<file path="src/rtl/issue_select.sv">
// Issue select: picks one requesting slot by priority with round-robin tie-break,
// registers its payload for register-read and broadcasts RD for wakeup.
// Optional starvation override enabled by ISSUE_SELECT_STARVE_EN.
module issue_select #(
   parameter int NUM_SLOTS    = 8,
   parameter int WIDTH_REG    = 5,
   parameter int WIDTH_TAG    = 5,
   parameter int WIDTH_BRM    = 3,
   parameter int WIDTH_PRY    = 2,
   parameter int WIDTH_RSLOT  = WIDTH_BRM + WIDTH_TAG + 2 + 3*WIDTH_REG,
   parameter int STARVE_LIMIT = 15
) (
   input  logic                           i_clk,
   input  logic                           i_rst,
   input  logic [NUM_SLOTS-1:0]           i_request,
   input  logic [NUM_SLOTS*WIDTH_PRY-1:0] i_priority,
   input  logic [WIDTH_RSLOT-1:0]         i_rslot,
   input  logic [2**WIDTH_BRM-1:0]        i_brkill,
   input  logic                           i_stall,
   output logic [NUM_SLOTS-1:0]           o_grant,
   output logic                           o_valid,
   output logic [WIDTH_RSLOT-1:0]         o_uop,
   output logic [WIDTH_REG-1:0]           o_wdest
);
   localparam int RRW     = (NUM_SLOTS > 1) ? $clog2(NUM_SLOTS) : 1;
   localparam int BRM_LSB = WIDTH_TAG + 2 + 3*WIDTH_REG;

   logic                   valid_q, valid_d;
   logic [WIDTH_RSLOT-1:0] uop_q, uop_d;
   logic [RRW-1:0]         rr_q, rr_d;

   logic                   adv, found, gnt_en, kill_in, kill_uop;
   logic [RRW-1:0]         gidx, idx;
   logic [WIDTH_PRY-1:0]   maxp;
   logic [NUM_SLOTS-1:0]   cand, starve;

   assign adv      = ~valid_q | ~i_stall;
   assign kill_in  = i_brkill[i_rslot[BRM_LSB +: WIDTH_BRM]];
   assign kill_uop = i_brkill[uop_q[BRM_LSB +: WIDTH_BRM]];

`ifdef ISSUE_SELECT_STARVE_EN
   localparam int CW = $clog2(STARVE_LIMIT + 1);
   logic [NUM_SLOTS-1:0][CW-1:0] cnt_q;

   // Counters only age while the select stage could have granted.
   always_ff @(posedge i_clk or posedge i_rst) begin
      if (i_rst) begin
         cnt_q <= '0;
      end else begin
         for (int k = 0; k < NUM_SLOTS; k++) begin
            if (!i_request[k] || o_grant[k])
               cnt_q[k] <= '0;
            else if (adv && cnt_q[k] != CW'(STARVE_LIMIT))
               cnt_q[k] <= cnt_q[k] + 1'b1;
         end
      end
   end

   always_comb begin
      starve = '0;
      for (int k = 0; k < NUM_SLOTS; k++)
         starve[k] = i_request[k] && (cnt_q[k] == CW'(STARVE_LIMIT));
   end
`else
   assign starve = '0;
`endif

   always_comb begin
      maxp  = '0;
      cand  = '0;
      found = 1'b0;
      gidx  = '0;
      idx   = '0;
      for (int k = 0; k < NUM_SLOTS; k++)
         if (i_request[k] && i_priority[k*WIDTH_PRY +: WIDTH_PRY] > maxp)
            maxp = i_priority[k*WIDTH_PRY +: WIDTH_PRY];
      for (int k = 0; k < NUM_SLOTS; k++)
         cand[k] = i_request[k] && (i_priority[k*WIDTH_PRY +: WIDTH_PRY] == maxp);
      if (|starve)
         cand = starve;
      // Scan from rr upward; the pointer width makes the index wrap for free.
      for (int i = 0; i < NUM_SLOTS; i++) begin
         idx = rr_q + RRW'(i);
         if (!found && cand[idx]) begin
            found = 1'b1;
            gidx  = idx;
         end
      end
   end

   assign gnt_en  = adv & found & ~i_rst;
   assign o_grant = gnt_en ? (NUM_SLOTS'(1) << gidx) : '0;

   always_comb begin
      valid_d = valid_q;
      uop_d   = uop_q;
      rr_d    = rr_q;
      if (gnt_en) begin
         uop_d   = i_rslot;
         valid_d = ~kill_in;
         rr_d    = gidx + RRW'(1);
      end else if (valid_q && kill_uop) begin
         valid_d = 1'b0;
      end else if (adv) begin
         valid_d = 1'b0;
      end
   end

   always_ff @(posedge i_clk or posedge i_rst) begin
      if (i_rst) begin
         valid_q <= 1'b0;
         uop_q   <= '0;
         rr_q    <= '0;
      end else begin
         valid_q <= valid_d;
         uop_q   <= uop_d;
         rr_q    <= rr_d;
      end
   end

   assign o_valid = valid_q;
   assign o_uop   = uop_q;
   assign o_wdest = valid_q ? uop_q[2*WIDTH_REG +: WIDTH_REG] : '0;
endmodule

</file>
<file path="config.mk">
export PLATFORM = sky130hd
export DESIGN_NAME = issue_select
export DESIGN_NICKNAME = d
export VERILOG_FILES = /design/src/rtl/issue_select.sv
export SDC_FILE = /design/constraint.sdc
export NUM_CORES = 1
export LEC_CHECK = 0
export CAP_MARGIN = 20
export CORE_UTILIZATION = 54
export DETAILED_ROUTE_END_ITERATION = 8
export HOLD_SLACK_MARGIN = 0.1
export PLACE_DENSITY = 0.94
export SETUP_SLACK_MARGIN = 0.05
export SLEW_MARGIN = 10
export SYNTH_ARGS = -nofsm -noshare
export SYNTH_HDL_FRONTEND = slang
export SYNTH_SLANG_ARGS = --single-unit
</file>
<file path="constraint.sdc">
create_clock -name i_clk -period 26.9 [get_ports i_clk]
set_input_delay 4.035 -clock i_clk [delete_from_list [all_inputs] [get_ports i_clk]]
set_output_delay 4.035 -clock i_clk [all_outputs]
set_load 0.02 [all_outputs]
</file>
==> results of run 1 <==
-- power by group through the flow --
stage	sequential, mW	clock (mW)	combinational, mW
CTS	0.0931	0.0366	0.489
floorplan	0.106	0	0.342
global route	0.0972	0.0389	0.532
global placement	0.0912	0	0.469
finish	0.0940	0.0362	0.495
detailed placement	0.0923	0	0.485
-- worst min-delay path by stage --
stage | startpoint | slack (ns) | depth (start not counted) | end
2_1_floorplan | o_uop[17] | 0.64 | 1 | o_uop[17]
3_3_place_gp | o_uop[19] | 0.49 | 1 | o_uop[19]
3_5_place_dp | o_uop[3] | 0.49 | 1 | o_uop[3]
4_1_cts | o_uop[21] | 0.51 | 1 | o_uop[21]
5_1_grt | o_uop[16] | 0.53 | 1 | o_uop[16]
6_report | o_uop[9] | 0.51 | 1 | o_uop[9]
-- cell usage after synthesis, types with 10 or more instances --
| library cell | count | share of area (%) |
|---|---|---|
| a211oi_1 | 11 | 2.2 |
| a21oi_1 | 11 | 1.5 |
| and2_1 | 17 | 2.8 |
| clkbuf_1 | 10 | 1.0 |
| dfrtp_1 | 29 | 19 |
| ha_1 | 17 | 5.7 |
| inv_1 | 25 | 2.5 |
| mux2_2 | 12 | 3.6 |
| mux2_4 | 23 | 9.2 |
| mux2i_1 | 18 | 4.8 |
| nand2_1 | 34 | 3.4 |
| nand3_1 | 13 | 1.7 |
| nor2_1 | 37 | 3.7 |
| nor3_1 | 28 | 3.8 |
| o21ai_0 | 10 | 1.3 |
-- worst max-delay path, delay by kind of cell --
| family | cells | cell delay, ns |
|---|---|---|
| and+or+nand+nor | 18 | 3.46 |
| AOI/OAI and AO/OA | 24 | 6.12 |
| adders and majority gates | 9 | 2.55 |
| muxes | 1 | 0.58 |
| buffers and inverters | 5 | 1.34 |
-- kinds of logic (layout without fill, tap and decap cells) --
group,after synthesis,after routing,share of synthesized area [%]
xor+xnor,5,5,1.17
simple gates,170,170,23.7
fa+ha+maj,17,17,5.70
buf+inv,46,134,6.26
compound gates,108,108,22.9
mux,59,59,20.8
flops,29,29,19.4
-- layer usage --
metal,up-vias,wire [um],GRT usage (%),part of all wire (%)
met5,-,0,0,0
li1,1821,-,-,-
met4,0,269,11.1,2.5
met2,205,5230,51.0,49
met1,1849,4510,38.2,42
met3,32,709,4.09,6.6
-- per-stage QoR --
step	instances	area (um^2)	setup slack, ns
floorplan	434	3730	7.56
global placement	591	4690	5.45
detailed placement	591	4690	4.96
CTS	598	4770	4.93
global route	599	4800	3.76
finish	599	4800	4.76
-- cell type report --
class | instances | area share (%)
inverters | 27 | 2.11
repair buffers | 100 | 21.2
flip-flops and latches | 29 | 15.1
multi-input cells | 359 | 57.8
well taps | 77 | 2.01
clock buffers | 7 | 1.80
-- registers in the layout, indices dropped and copies added, names as in the netlist --
register	count
rr_q	3
o_uop	25
o_valid	1
-- cell usage in the layout (no fill, tap or decap), drive strengths merged, types with 13 or more instances in the layout --
cell / netlist / final
inv: 25 / 24
a211oi: 13 / 13
dfrtp: 29 / 29
mux2: 35 / 35
nand2: 35 / 35
nor2: 37 / 37
mux2i: 20 / 20
nand3: 13 / 13
clkdlybuf4s50: 0 / 98
nor3: 28 / 28
and2: 17 / 17
ha: 17 / 17
==> run summary, run 1 <==
Status -> finished, final reports clean
Sw Ratio -> 49.0%
CTS Hold Bufs -> 0
Post-Synthesis Cell Area -> 0.00373 mm^2
Worst Path Max Fanout -> 13
Hold WS -> 0.512 ns
Flop pwr share -> 15.0%
Syn_nets -> 511
# fillers -> 453
Final setup violation count -> 0
Sequential share of the synthesized area -> 19.4%
Crit. Startpoint -> i_request[0]
Setup Crit Path Kind -> in -> out
Starting Density -> 57.5%
Leakage -> 2.00 nW
Fin. max-slew vios -> 0
Total core area -> 0.00649 mm^2
Area of the multi-input gates -> 0.00278 mm^2
Register area -> 726 um^2
Vias in the first global route -> 3807
Most frequent CP cell -> ha_1
Ant. Diodes -> 0
RSZ-0062 raised after global routing -> false
Rows -> 29
Required time worst endpoint -> 22.86 ns
Maxcap violations -> 0
Post-DR wirelength/cell -> 17.9 um
Combinational share of power -> 79.2%
Initial antenna violation count -> 0
Slew Limit Headroom -> 31.5%
Fmax achieved -> 45.2 MHz
CTS buffer count -> 5
Via count -> 3907
TNS Setup -> 0 ns
Post-DP HPWL -> 8050 um
Final antenna-violating net count -> 0
First-pass GRT wire length -> 17500 um
DRC -> 0
Switching power -> 306 uW
HP Class -> reg -> reg
Cells after synthesis -> 434
Pin count of the biggest net entering global routing -> 38
Reg clk slew, reported paths -> 0.06 ns
Port bufs -> 98
Die Area -> 0.00725 mm^2
Clock power share -> 5.8%
Post-synth EDFFs -> 0
Nets -> 599
Power Total -> 625 uW
Crit-path slowest cell -> clkdlybuf4s50_1
Yosys reg bits -> 29
Distinct cells, synth -> 75
Nature of the critical path endpoint -> output pin
Async set-reset flop share out of synthesis -> 100%
Avg Cell Area, Syn -> 8.61 um^2
RR Endpoint -> o_uop[22]
Prevailing post-synth register cell -> dfrtp_1
Vias per inst -> 6.52
Tmin final -> 22.14 ns
Register-to-register setup slack -> 21.90 ns
GRT Overall Usage -> 29.8%
Period utilization -> 82.3%
First-pass detailed-route iteration total -> 5
Routability cong. -> 0.966
Worst Tran Pin Value -> 1.03 ns
Post-CTS setup buffer count -> 0
CP Data Arrival Time -> 18.11 ns
Share of cells above drive strength 1 -> 12.6%
Power Dens Cells -> 130 mW/mm^2
Remaining Overflow, GRT -> 0
Pint -> 319 uW
Worst setup endpoint -> o_grant[7]
Worst-Skew Late Latency -> 0.29 ns
Detailed-route wire length -> 10700 um
Clk_skew -> 0.00855 ns
P&R area growth vs syn -> 28.6%
R2R cell count -> 11
Final hold violations -> 0
H-tree depth -> 2
Drt initial violations -> 382
IO Pins -> 99
Root buf cell -> clkbuf_8
Reg2reg start -> rr_q[0]
CTS tree -> done
PostCTS Resize Cnt -> 0
DIE HEIGHT -> 85.2 um
CTS max path bufs -> 2
Worst vdd ir -> 0.0000931 V
Num Clock Sinks -> 29
Ys Warns -> 0
Critical Path Start Type -> primary input
Final core utilization -> 73.9%
Crit-path max cell delay -> 0.64 ns
Die W -> 85.2 um
Power figures use the tool's default switching activity.
==> run 2, diff against run 1 <==
Settings changed: CORE_UTILIZATION 54 to 50, PLACE_DENSITY 0.94 to 0.88.
Clock period 26.9 ns to 21.5 ns, I/O delays scaled along.
==> run summary, run 2 (synthesis results as in run 1) <==
Final setup violation count -> 0
First-pass GRT wire length -> 16500 um
Nature of the critical path endpoint -> output pin
Clk_skew -> 0.00306 ns
Root buf cell -> clkbuf_8
Fin. max-slew vios -> 0
Most frequent CP cell -> ha_1
Pin count of the biggest net entering global routing -> 38
Crit-path leading delay family -> compound AO/OA/AOI/OAI gates
First-pass detailed-route iteration total -> 5
DRC -> 0
Design area -> 0.00483 mm^2
Initial antenna violation count -> 0
CTS buffer count -> 5
Required time worst endpoint -> 18.27 ns
Reg2reg start -> rr_q[0]
Max reg flops -> 25
Crit-path slowest cell -> clkdlybuf4s50_1
Num Clock Sinks -> 29
Detailed-route wire length -> 10500 um
CTS max path bufs -> 2
CTS Hold Bufs -> 0
Setup Crit Path Kind -> in -> out
HP Class -> reg -> reg
HP Start -> o_uop[18]
Routability cong. -> 0.864
Placed insts -> 613
Post-Layout Cell Count -> 621
Final hold violations -> 0
Worst vdd ir -> 0.0000923 V
Via count -> 3848
Pre-CTS setup slack -> 1.35 ns
Post-DP HPWL -> 8090 um
TNS Setup -> 0 ns
Share of cells above drive strength 1 -> 12.6%
P&R area growth vs syn -> 29.3%
Crit-path max cell delay -> 0.67 ns
Port bufs -> 98
Starting Density -> 51.5%
Slew Limit Headroom -> 31.5%
Status -> finished, final reports clean
Drt initial violations -> 277
IO Pins -> 99
Placed Area -> 0.00472 mm^2
Remaining Overflow, GRT -> 0
Rows -> 31
CP Data Arrival Time -> 17.02 ns
Tmin final -> 20.25 ns
Worst Path Max Fanout -> 13
DIE HEIGHT -> 88.4 um
Fin worst setup slack -> 1.25 ns
GRT Overall Usage -> 26.6%
Final antenna-violating net count -> 0
Leading cell type in the layout, fill and taps excluded -> clkdlybuf4s50_1
Worst Tran Pin Value -> 1.03 ns
RSZ-0062 raised after global routing -> false
PostCTS Resize Cnt -> 0
Crit. Startpoint -> i_request[0]
Critical Path Start Type -> primary input
Die W -> 88.4 um
Vias per inst -> 6.20
Most frequent cells in the layout -> 98 x clkdlybuf4s50_1, 37 x nor2_1, 34 x nand2_1
Die Area -> 0.00782 mm^2
Post-DR wirelength/cell -> 16.9 um
H-tree depth -> 2
Worst-Skew Late Latency -> 0.28 ns
Leakage -> 2.00 nW
CTS tree -> done
Maxcap violations -> 0
Power Dens Cells -> 161 mW/mm^2
Fmax achieved -> 49.4 MHz
Period utilization -> 94.2%
WP buf/inv -> 5
Ant. Diodes -> 0
Post-CTS setup buffer count -> 0
Total core area -> 0.00725 mm^2
Reg clk slew, reported paths -> 0.06 ns
Register-to-register setup slack -> 16.52 ns
Nets -> 599
Vias in the first global route -> 3541
[run 2: cell counts in the layout (fill, tap and decap cells not counted)]
No cell type changed its count.
[run 2: stage by stage]
step	total power [mW]	util [%]	hold WS [ns]
floorplan	0.561	-	0.635
global placement	0.707	65.0	0.488
detailed placement	0.725	65.0	0.491
CTS	0.776	66.2	0.506
global route	0.837	66.6	0.510
finish	0.779	66.6	0.503
[run 2: worst reg2reg max path, delay by kind of cell (launching register included)]
| family | cells | cell delay (ns) |
|---|---|---|
| AO/OA/AOI/OAI | 4 | 1.96 |
| AND/OR/NAND/NOR | 5 | 1.39 |
| flip-flops | 1 | 0.67 |
| buffers and inverters | 1 | 0.40 |
| multiplexers | 1 | 0.44 |
[run 2: worst paths after layout]
check | end | cells after the start
setup / recovery | o_grant[3] | 57
hold / removal | o_uop[18] | 1
setup reg to reg | o_uop[17] | 11
hold reg to reg | o_uop[18] | 1
max in group asynchronous | o_uop[21] | 3
min in group asynchronous | rr_q[1] | 2
[run 2: per-layer routing]
layer / wire [um] / GRT usage, % / vias to the layer above / share of wire (%)
li1: - / - / 1828 / -
met3: 684 / 4.48 / 29 / 6.5
met4: 218 / 9.24 / 0 / 2.1
met5: 0 / 0 / - / 0
met2: 5370 / 46.6 / 176 / 51
met1: 4220 / 32.8 / 1815 / 40
[run 2: cell type report]
| cell class | instances | area [um^2] |
|---|---|---|
| multi-input cells | 359 | 2780 |
| clock buffers | 7 | 86.3 |
| well taps | 99 | 124 |
| fillers | 565 | 2420 |
| inverters | 27 | 101 |
| flip-flops and latches | 29 | 726 |
| repair buffers | 100 | 1020 |
[run 2: power by group]
part           internal, mW  switching, mW
clock                0.0253         0.0202
combinational         0.291          0.327
sequential           0.0845         0.0311
==> run 3, diff against run 2 <==
Settings changed: SLEW_MARGIN 10 to 0.
==> run summary, run 3 (synthesis results as in run 1) <==
Post-DR wirelength/cell -> 17.0 um
Worst Path Max Fanout -> 13
RSZ-0062 raised after global routing -> false
TNS Setup -> 0 ns
Worst Tran Pin Value -> 1.03 ns
Final antenna-violating net count -> 0
Via count -> 3852
Post-CTS setup buffer count -> 0
HP Class -> reg -> reg
Num Clock Sinks -> 29
Pint -> 400 uW
Drt initial violations -> 334
CTS buffer count -> 5
Fmax achieved -> 49.4 MHz
Root buf cell -> clkbuf_8
Clk_skew -> 0.00292 ns
Sw Ratio -> 48.6%
Tmin final -> 20.25 ns
Nature of the critical path endpoint -> output pin
DRC -> 0
Ant. Diodes -> 0
Nets -> 599
Reg clk slew, reported paths -> 0.06 ns
Final setup violation count -> 0
Critical Path Start Type -> primary input
Die Area -> 0.00782 mm^2
Crit-path slowest cell -> clkdlybuf4s50_1
Combinational share of power -> 79.3%
R2R cell count -> 11
Placed insts -> 613
PostCTS Resize Cnt -> 0
Pin count of the biggest net entering global routing -> 38
Period utilization -> 94.2%
Die W -> 88.4 um
Starting Density -> 51.5%
Detailed-route wire length -> 10500 um
Initial antenna violation count -> 0
Register-to-register setup slack -> 16.51 ns
Clock power share -> 5.8%
Worst setup endpoint -> o_grant[3]
CP Data Arrival Time -> 17.02 ns
Rows -> 31
Slew Limit Headroom -> 31.4%
First-pass detailed-route iteration total -> 5
Leading cell type in the layout, fill and taps excluded -> clkdlybuf4s50_1
RR Endpoint -> o_uop[17]
Setup Crit Path Kind -> in -> out
Status -> finished, final reports clean
Crit-path max cell delay -> 0.67 ns
CTS tree -> done
Flop pwr share -> 14.9%
Crit. Startpoint -> i_request[0]
Max reg flops -> 25
CTS Hold Bufs -> 0
Power Total -> 779 uW
Switching power -> 379 uW
Fin. max-slew vios -> 0
Power Dens Cells -> 161 mW/mm^2
Share of cells above drive strength 1 -> 12.6%
Port bufs -> 98
First-pass GRT wire length -> 16500 um
Worst-Skew Late Latency -> 0.28 ns
Final hold violations -> 0
Worst vdd ir -> 0.0000924 V
Vias in the first global route -> 3541
Leakage -> 2.00 nW
P&R area growth vs syn -> 29.3%
DIE HEIGHT -> 88.4 um
Required time worst endpoint -> 18.27 ns
Remaining Overflow, GRT -> 0
CTS max path bufs -> 2
Maxcap violations -> 0
Post-DP HPWL -> 8090 um
GRT Overall Usage -> 26.6%
IO Pins -> 99
Post-Layout Cell Count -> 621
Vias per inst -> 6.20
Reg2reg start -> rr_q[0]
Total core area -> 0.00725 mm^2
Routability cong. -> 0.864
Most frequent cells in the layout -> 98 x clkdlybuf4s50_1, 37 x nor2_1, 34 x nand2_1
H-tree depth -> 2
Most frequent CP cell -> ha_1
[run 3: cell count changes in the layout (fill, tap and decap cells not counted), sizes merged]
cell	change
inv	+1
clkinv	-1
[run 3: area by class of cell]
type / count / area, um^2
multi-input cells: 359 / 2780
fillers: 565 / 2420
repair buffers: 100 / 1020
flip-flops and latches: 29 / 726
well taps: 99 / 124
inverters: 27 / 101
clock buffers: 7 / 86.3
[run 3: worst max-delay path: cells and delay by family]
kind | cells | cell delay (ns)
muxes | 1 | 0.59
buffers and inverters | 5 | 1.37
and+or+nand+nor | 19 | 4.09
AOI/OAI and AO/OA | 24 | 5.36
adders and majority gates | 8 | 2.37
[run 3: worst min-delay path by stage]
stage | start | to | slack, ns | cells after the start
after CTS | o_uop[19] | o_uop[19] | 0.51 | 1
after global placement | o_uop[18] | o_uop[18] | 0.49 | 1
after global routing | o_uop[19] | o_uop[19] | 0.51 | 1
after floorplan | o_uop[17] | o_uop[17] | 0.64 | 1
final | o_uop[18] | o_uop[18] | 0.50 | 1
after detailed placement | o_uop[6] | o_uop[6] | 0.49 | 1
[run 3: power groups by stage]
| stage | Combinational, mW | Clock (mW) | Sequential (mW) |
|---|---|---|---|
| 2_1_floorplan | 0.428 | 0 | 0.133 |
| 5_1_grt | 0.668 | 0.0484 | 0.120 |
| 4_1_cts | 0.615 | 0.0463 | 0.115 |
| 6_report | 0.618 | 0.0455 | 0.116 |
| 3_3_place_gp | 0.593 | 0 | 0.114 |
| 3_5_place_dp | 0.611 | 0 | 0.114 |
[run 3: metrics by stage]
stage          cell area, um^2  util [%]  hold WS (ns)  setup slack [ns]
3_5_place_dp              4720      65.0         0.491              1.35
4_1_cts                   4800      66.2         0.506              1.32
2_1_floorplan             3730         -         0.635              3.78
6_report                  4830      66.6         0.503              1.25
5_1_grt                   4830      66.6         0.510             0.308
3_3_place_gp              4720      65.0         0.488              1.92
[run 3: routing by layer]
metal  part of all wire [%]  vias to the layer above  global-route usage [%]
li1                       -                     1828                       -
met1                     41                     1830                    32.8
met2                     51                      170                    46.6
met3                    5.7                       24                    4.48
met4                    1.9                        0                    9.24
met5                      0                        -                       0
